$ cat config.mk
export PLATFORM = sky130hd
export DESIGN_NAME = mem_arbiter_flat
export DESIGN_NICKNAME = d
export VERILOG_FILES = /design/src/rtl/mem_arbiter_if.sv /design/src/rtl/mem_arbiter.sv /design/src/flat_wrapper.sv
export SDC_FILE = /design/constraint.sdc
export NUM_CORES = 1
export LEC_CHECK = 0
export CORE_MARGIN = 4
export CORE_UTILIZATION = 37
export DETAILED_ROUTE_END_ITERATION = 12
export PLACE_DENSITY = 0.87
export RECOVER_POWER = 100
export SETUP_SLACK_MARGIN = 0.02
export SLEW_MARGIN = 20
export SYNTH_ARGS = -nofsm -noshare
export SYNTH_HDL_FRONTEND = slang
export SYNTH_SLANG_ARGS = --single-unit
export TNS_END_PERCENT = 5
$ cat constraint.sdc
create_clock -name clk -period 1.8 [get_ports clk]
set_clock_uncertainty 0.05 [all_clocks]
set_input_delay 0.18 -clock clk [delete_from_list [all_inputs] [get_ports clk]]
set_output_delay 0.18 -clock clk [all_outputs]
set_load 0.02 [all_outputs]
$ cat src/rtl/mem_arbiter_if.sv
// Bus bundle between the two requesting ports (instruction and data),
// the arbiter and the backing memory. The master view belongs to the
// arbiter, which drives the memory and answers both ports. The slave
// view belongs to the environment: the requesters and the memory model.
interface mem_arbiter_if #(
   parameter int DATA_WIDTH = 32,
   parameter int ADDR_WIDTH = 32
);
   // instruction port
   logic [ADDR_WIDTH-1:0] i_addr;
   logic                  i_read_en;
   logic [DATA_WIDTH-1:0] i_read_val;
   logic                  i_response;
   // data port
   logic [ADDR_WIDTH-1:0] d_addr;
   logic                  d_read_en;
   logic                  d_write_en;
   logic [DATA_WIDTH-1:0] d_write_val;
   logic [DATA_WIDTH-1:0] d_read_val;
   logic                  d_response;
   // backing memory
   logic [ADDR_WIDTH-1:0] mem_addr;
   logic                  mem_read_en;
   logic                  mem_write_en;
   logic [DATA_WIDTH-1:0] mem_write_val;
   logic [DATA_WIDTH-1:0] mem_read_val;
   logic                  mem_ready;
   // status
   logic                  bus_err;

   modport master (
      input  i_addr, i_read_en, d_addr, d_read_en, d_write_en, d_write_val,
             mem_read_val, mem_ready,
      output i_read_val, i_response, d_read_val, d_response,
             mem_addr, mem_read_en, mem_write_en, mem_write_val, bus_err
   );

   modport slave (
      output i_addr, i_read_en, d_addr, d_read_en, d_write_en, d_write_val,
             mem_read_val, mem_ready,
      input  i_read_val, i_response, d_read_val, d_response,
             mem_addr, mem_read_en, mem_write_en, mem_write_val, bus_err
   );
endinterface

$ cat src/rtl/mem_arbiter.sv
// Two-port round-robin arbiter in front of a single backing memory.
// One access is in flight at a time: IDLE grants, ISSUE holds the memory
// strobe until mem_ready or a timeout, RESP pulses the winner's response.
// Every output is a flop; the only combinational logic is the grant pick.
module mem_arbiter #(
   parameter int DATA_WIDTH = 32,
   parameter int ADDR_WIDTH = 32,
   parameter int TIMEOUT    = 255
) (
   input  logic          clk,
   input  logic          reset,
   mem_arbiter_if.master bus
);

   // Counter only has to reach TIMEOUT-1; the timeout fires on the edge
   // that would have taken it to TIMEOUT.
   localparam int CNT_W = (TIMEOUT < 2) ? 1 : $clog2(TIMEOUT);
   localparam logic [CNT_W-1:0] CNT_LAST = CNT_W'(TIMEOUT - 1);
   localparam logic [DATA_WIDTH-1:0] ERR_VAL = DATA_WIDTH'({(DATA_WIDTH/4){4'hE}});

   typedef enum logic [1:0] {IDLE, ISSUE, RESP} state_t;

   state_t           state;
   logic             gnt_d;     // 1: data port owns the current access
   logic             is_write;  // current access is a write
   logic             prio_d;    // 1: data port wins the next tie
   logic [CNT_W-1:0] cnt;

   logic want_i;
   logic want_d;
   logic pick_d;

   // Request decode and round-robin tie break.
   always_comb begin
      want_i = bus.i_read_en;
      want_d = bus.d_read_en | bus.d_write_en;
      pick_d = want_d & (~want_i | prio_d);
   end

   // Arbiter FSM with all outputs registered; reset aborts any access.
   always_ff @(posedge clk) begin
      if (reset) begin
         state             <= IDLE;
         gnt_d             <= 1'b0;
         is_write          <= 1'b0;
         prio_d            <= 1'b1;
         cnt               <= '0;
         bus.mem_addr      <= '0;
         bus.mem_write_val <= '0;
         bus.mem_read_en   <= 1'b0;
         bus.mem_write_en  <= 1'b0;
         bus.i_read_val    <= '0;
         bus.d_read_val    <= '0;
         bus.i_response    <= 1'b0;
         bus.d_response    <= 1'b0;
         bus.bus_err       <= 1'b0;
      end else begin
         case (state)
            IDLE: begin
               if (want_i | want_d) begin
                  state  <= ISSUE;
                  cnt    <= '0;
                  gnt_d  <= pick_d;
                  prio_d <= ~pick_d;
                  if (pick_d) begin
                     // write wins when both data strobes are up
                     bus.mem_addr      <= bus.d_addr;
                     bus.mem_write_val <= bus.d_write_val;
                     bus.mem_write_en  <= bus.d_write_en;
                     bus.mem_read_en   <= ~bus.d_write_en;
                     is_write          <= bus.d_write_en;
                  end else begin
                     bus.mem_addr     <= bus.i_addr;
                     bus.mem_write_en <= 1'b0;
                     bus.mem_read_en  <= 1'b1;
                     is_write         <= 1'b0;
                  end
               end
            end

            ISSUE: begin
               if (bus.mem_ready || cnt == CNT_LAST) begin
                  state            <= RESP;
                  bus.mem_read_en  <= 1'b0;
                  bus.mem_write_en <= 1'b0;
                  if (gnt_d) bus.d_response <= 1'b1;
                  else       bus.i_response <= 1'b1;
                  if (!bus.mem_ready) bus.bus_err <= 1'b1;
                  if (!is_write) begin
                     if (gnt_d) bus.d_read_val <= bus.mem_ready ? bus.mem_read_val : ERR_VAL;
                     else       bus.i_read_val <= bus.mem_ready ? bus.mem_read_val : ERR_VAL;
                  end
               end else begin
                  cnt <= cnt + 1'b1;
               end
            end

            RESP: begin
               state          <= IDLE;
               bus.i_response <= 1'b0;
               bus.d_response <= 1'b0;
            end

            default: state <= IDLE;
         endcase
      end
   end

endmodule

$ cat src/flat_wrapper.sv
// flat-port wrapper written by rule: the top's interface ports become plain ports
module mem_arbiter_flat 
#(
   parameter int DATA_WIDTH = 32,
   parameter int ADDR_WIDTH = 32,
   parameter int TIMEOUT    = 255
)
  (clk, reset, bus_i_addr, bus_i_read_en, bus_d_addr, bus_d_read_en, bus_d_write_en, bus_d_write_val, bus_mem_read_val, bus_mem_ready, bus_i_read_val, bus_i_response, bus_d_read_val, bus_d_response, bus_mem_addr, bus_mem_read_en, bus_mem_write_en, bus_mem_write_val, bus_bus_err);
  mem_arbiter_if #(.DATA_WIDTH(DATA_WIDTH), .ADDR_WIDTH(ADDR_WIDTH)) bus_i ();
  input  logic clk;
  input  logic reset;
  input wire logic [$bits(bus_i.i_addr)-1:0] bus_i_addr;
  input wire logic [$bits(bus_i.i_read_en)-1:0] bus_i_read_en;
  input wire logic [$bits(bus_i.d_addr)-1:0] bus_d_addr;
  input wire logic [$bits(bus_i.d_read_en)-1:0] bus_d_read_en;
  input wire logic [$bits(bus_i.d_write_en)-1:0] bus_d_write_en;
  input wire logic [$bits(bus_i.d_write_val)-1:0] bus_d_write_val;
  input wire logic [$bits(bus_i.mem_read_val)-1:0] bus_mem_read_val;
  input wire logic [$bits(bus_i.mem_ready)-1:0] bus_mem_ready;
  output wire logic [$bits(bus_i.i_read_val)-1:0] bus_i_read_val;
  output wire logic [$bits(bus_i.i_response)-1:0] bus_i_response;
  output wire logic [$bits(bus_i.d_read_val)-1:0] bus_d_read_val;
  output wire logic [$bits(bus_i.d_response)-1:0] bus_d_response;
  output wire logic [$bits(bus_i.mem_addr)-1:0] bus_mem_addr;
  output wire logic [$bits(bus_i.mem_read_en)-1:0] bus_mem_read_en;
  output wire logic [$bits(bus_i.mem_write_en)-1:0] bus_mem_write_en;
  output wire logic [$bits(bus_i.mem_write_val)-1:0] bus_mem_write_val;
  output wire logic [$bits(bus_i.bus_err)-1:0] bus_bus_err;
  assign bus_i.i_addr = bus_i_addr;
  assign bus_i.i_read_en = bus_i_read_en;
  assign bus_i.d_addr = bus_d_addr;
  assign bus_i.d_read_en = bus_d_read_en;
  assign bus_i.d_write_en = bus_d_write_en;
  assign bus_i.d_write_val = bus_d_write_val;
  assign bus_i.mem_read_val = bus_mem_read_val;
  assign bus_i.mem_ready = bus_mem_ready;
  assign bus_i_read_val = bus_i.i_read_val;
  assign bus_i_response = bus_i.i_response;
  assign bus_d_read_val = bus_i.d_read_val;
  assign bus_d_response = bus_i.d_response;
  assign bus_mem_addr = bus_i.mem_addr;
  assign bus_mem_read_en = bus_i.mem_read_en;
  assign bus_mem_write_en = bus_i.mem_write_en;
  assign bus_mem_write_val = bus_i.mem_write_val;
  assign bus_bus_err = bus_i.bus_err;
  mem_arbiter #(.DATA_WIDTH(DATA_WIDTH), .ADDR_WIDTH(ADDR_WIDTH), .TIMEOUT(TIMEOUT)) u_core (.clk(clk), .reset(reset), .bus(bus_i));
endmodule
==> impl_results.md <==
* Fraction of registers with async set/reset at 0%
* Most frequent cells in the layout: clkdlybuf4s50_1, dfxtp_1, nand2_1, a21oi_1, buf_4
* Endpoints failing hold at 0
* Largest net degree at the start of global routing at 50
* Rows at 44
* Drt drc at 0
* CP Launch Type: flop
* Die Y at 130.7 µm
* Setup slack after layout at 55.60 ps
* Synth Warn # at 0
* Seq/Total Area, Yosys at 52.44%
* Syn Nets at 741
* Vias in the first global route at 5,727
* Share of the synthesized area in the top cell type at 52.44%
* # clock sinks at 146
* RSZ-0062 raised after global routing: true
* Hold_buf cts at 0
* Slew Viols, Final at 0
* Main synth FF type: dfxtp_1
* Worst VDD drop at 601.0 µV
* Synth Area in XOR/XNOR at 0%
* PortBufs at 266
* Max Cap Viol at 0
* Synthesis-to-layout area growth at 67.95%
* Crit. Startpoint: u_core.cnt[0]
* PD cells at 997.9 mW/mm²
* Simple-gate share of the synthesized area at 16.16%
* Adder-cell share of the synthesized area at 0.4489%
* Initial antenna violation count at 0
* Place WS at -204.1 ps
* Critical path data arrival time at 2050 ps
* Io pins at 267
* Area leader, netlist: dfxtp_1
* Final net count at 1,013
* Crit path capture type: flop
* Tot GR Track Use at 20.96%
* CTS tree: done
* Remaining antenna violation count at 0
* Hold Startpoint: reset
* Commonest non-fill, non-tap cell in the layout: clkdlybuf4s50_1
* Layout cells sized above 1 at 10.90%
* Total grt overflow at 0
* Rel. slew slack at 66.56%
* Post-synth EDFFs at 0
* Critical R2R Launch: u_core.cnt[0]
* Number of synthesized register bits at 146
* Post-Syn Area at 0.005574 mm²
* Worst skew pair latency at 420 ps
* Vias at 5,757
* First-pass GRT wire length at 28,420 µm
* Worst Max-Slew Pin Slew at 501.6 ps
* Routed length per placed instance at 17.28 µm
* Non-Filler Instances at 1,074
* Mux contribution to synthesized area at 2.873%
* CP max FO at 6
* Final Core Density at 63.93%
* Tcrit/Tclk final at 96.91%
* Outcome: finished clean
* WP data required at 2100 ps
* P_leak at 3.485 nW
* DIE AREA at 0.01709 mm²
* Drt pass-1 iters at 7
* Worst-path clk slew at 60 ps
* Synth area leaders: dfxtp_1, a21oi_1, a222oi_1
* Iter 0 DRT Violations at 483
* ANT cells at 0
* Clk buf depth at 2
* Detailed placer's ending HPWL at 13,190 µm
* Root Driver: clkbuf_16
* Min Tclk post-route at 1744 ps
* Compound-gate portion of the synthesized area at 23.93%
* Worst min-delay path class: in -> reg
* Total core area at 0.01464 mm²
* Initial core utilization at 38.06%
* Final wirelength at 18,560 µm
* H-tree Lvls at 4
* Final setup fails at 0
* Via/cell ratio at 5.360
* Placed insts at 1,041
* Syn avg cell area at 9.213 µm²
* Routability cong. at 0.8418
* Largest family of logic cells by synthesized area: compound AO/OA/AOI/OAI gates
* Chip width at 130.7 µm
* CTS Buf Count at 17
* Type of the worst setup path: reg -> reg
* F_max at 0.5733 GHz
* Distinct cells, synth at 36
* Cells after Synth at 605
-- flip-flops by register name (all words and copies together), names as in the netlist --
register                  cells
u_core.bus.i_read_val        32
u_core.cnt                    8
u_core.state                  2
u_core.gnt_d                  1
u_core.bus.mem_write_val     32
u_core.bus.i_response         1
u_core.bus.mem_read_en        1
u_core.is_write               1
u_core.bus.mem_addr          32
u_core.prio_d                 1
u_core.bus.d_read_val        32
u_core.bus.bus_err            1
u_core.bus.d_response         1
u_core.bus.mem_write_en       1
-- where the power goes --
part           switching [W]  internal (W)
sequential          0.000139       0.00348
combinational        0.00106       0.00105
clock                0.00147       0.00215
total                0.00266       0.00668
-- stage by stage --
stage	power [W]	setup TNS [ps]	hold slack [ps]	area, µm²
finish	0.009341	0	216.0	9361
global route	0.009718	-17.40	244.4	9361
CTS	0.009377	0	214.5	9279
detailed placement	0.005763	-5599	395.7	8661
global placement	0.005722	-2773	390.9	8661
floorplan	0.004665	0	266.0	5615
-- kinds of logic (layout without fill, tap and decap cells) --
kind of cell	after synthesis	after routing
AOI/OAI and AO/OA	196	196
adders and majority gates	2	2
buffers and inverters	60	345
DFF	146	146
muxes	16	16
and+or+nand+nor	185	185
-- worst max-delay path, stage by stage, from the launching register on --
cell	delay (ps)
dfxtp_2	330
inv_1	50
ha_1	190
and3_4	200
a21o_1	190
buf_4	160
or3_4	380
a21oi_4	130
-- layout make-up --
| class | count | area [µm²] |
|---|---|---|
| Timing Repair Buffer | 309 | 3062 |
| Fill cell | 1184 | 5283 |
| Multi-Input combinational cell | 399 | 2529 |
| Sequential cell | 146 | 2925 |
| Clock buffer | 20 | 456.7 |
| Inverter | 4 | 15.01 |
| Tap cell | 184 | 230.2 |
| Clock inverter | 12 | 143.9 |
-- worst paths after layout --
kind	to	slack (ps)	cells after the start
max	u_core.cnt[3]	60	7
min	u_core.bus.i_read_val[27]	220	2
max reg2reg	u_core.cnt[3]	60	7
min reg2reg	u_core.bus.mem_write_val[31]	400	2
-- Yosys cell counts (4+ instances only) --
library cell	number
nand2b_1	21
a21oi_1	71
nor2_1	38
and3_1	4
a31oi_1	26
nor2b_1	25
a222oi_1	32
o21ai_0	6
o21a_1	24
nand2_1	70
clkbuf_1	50
buf_2	5
dfxtp_1	146
inv_1	4
a211oi_1	25
mux2i_1	16
nand3_1	6
nand3b_1	8
-- routing by layer --
metal  global-route usage (%)  up-vias  wire [µm]
met5                        0        -          0
met4                    8.348        0        303
met3                    6.829       25       1656
met2                    34.94      268       9140
met1                    25.06     2714       7460
li1                         -     2750          -
-- repair_timing --
item / CTS / global route
setup endpoints to repair: 24 / 96
pin swaps: 1 / 1
buffers inserted: 1 / 0
gates resized for setup: 3 / 16
Power figures use the tool's default switching activity.
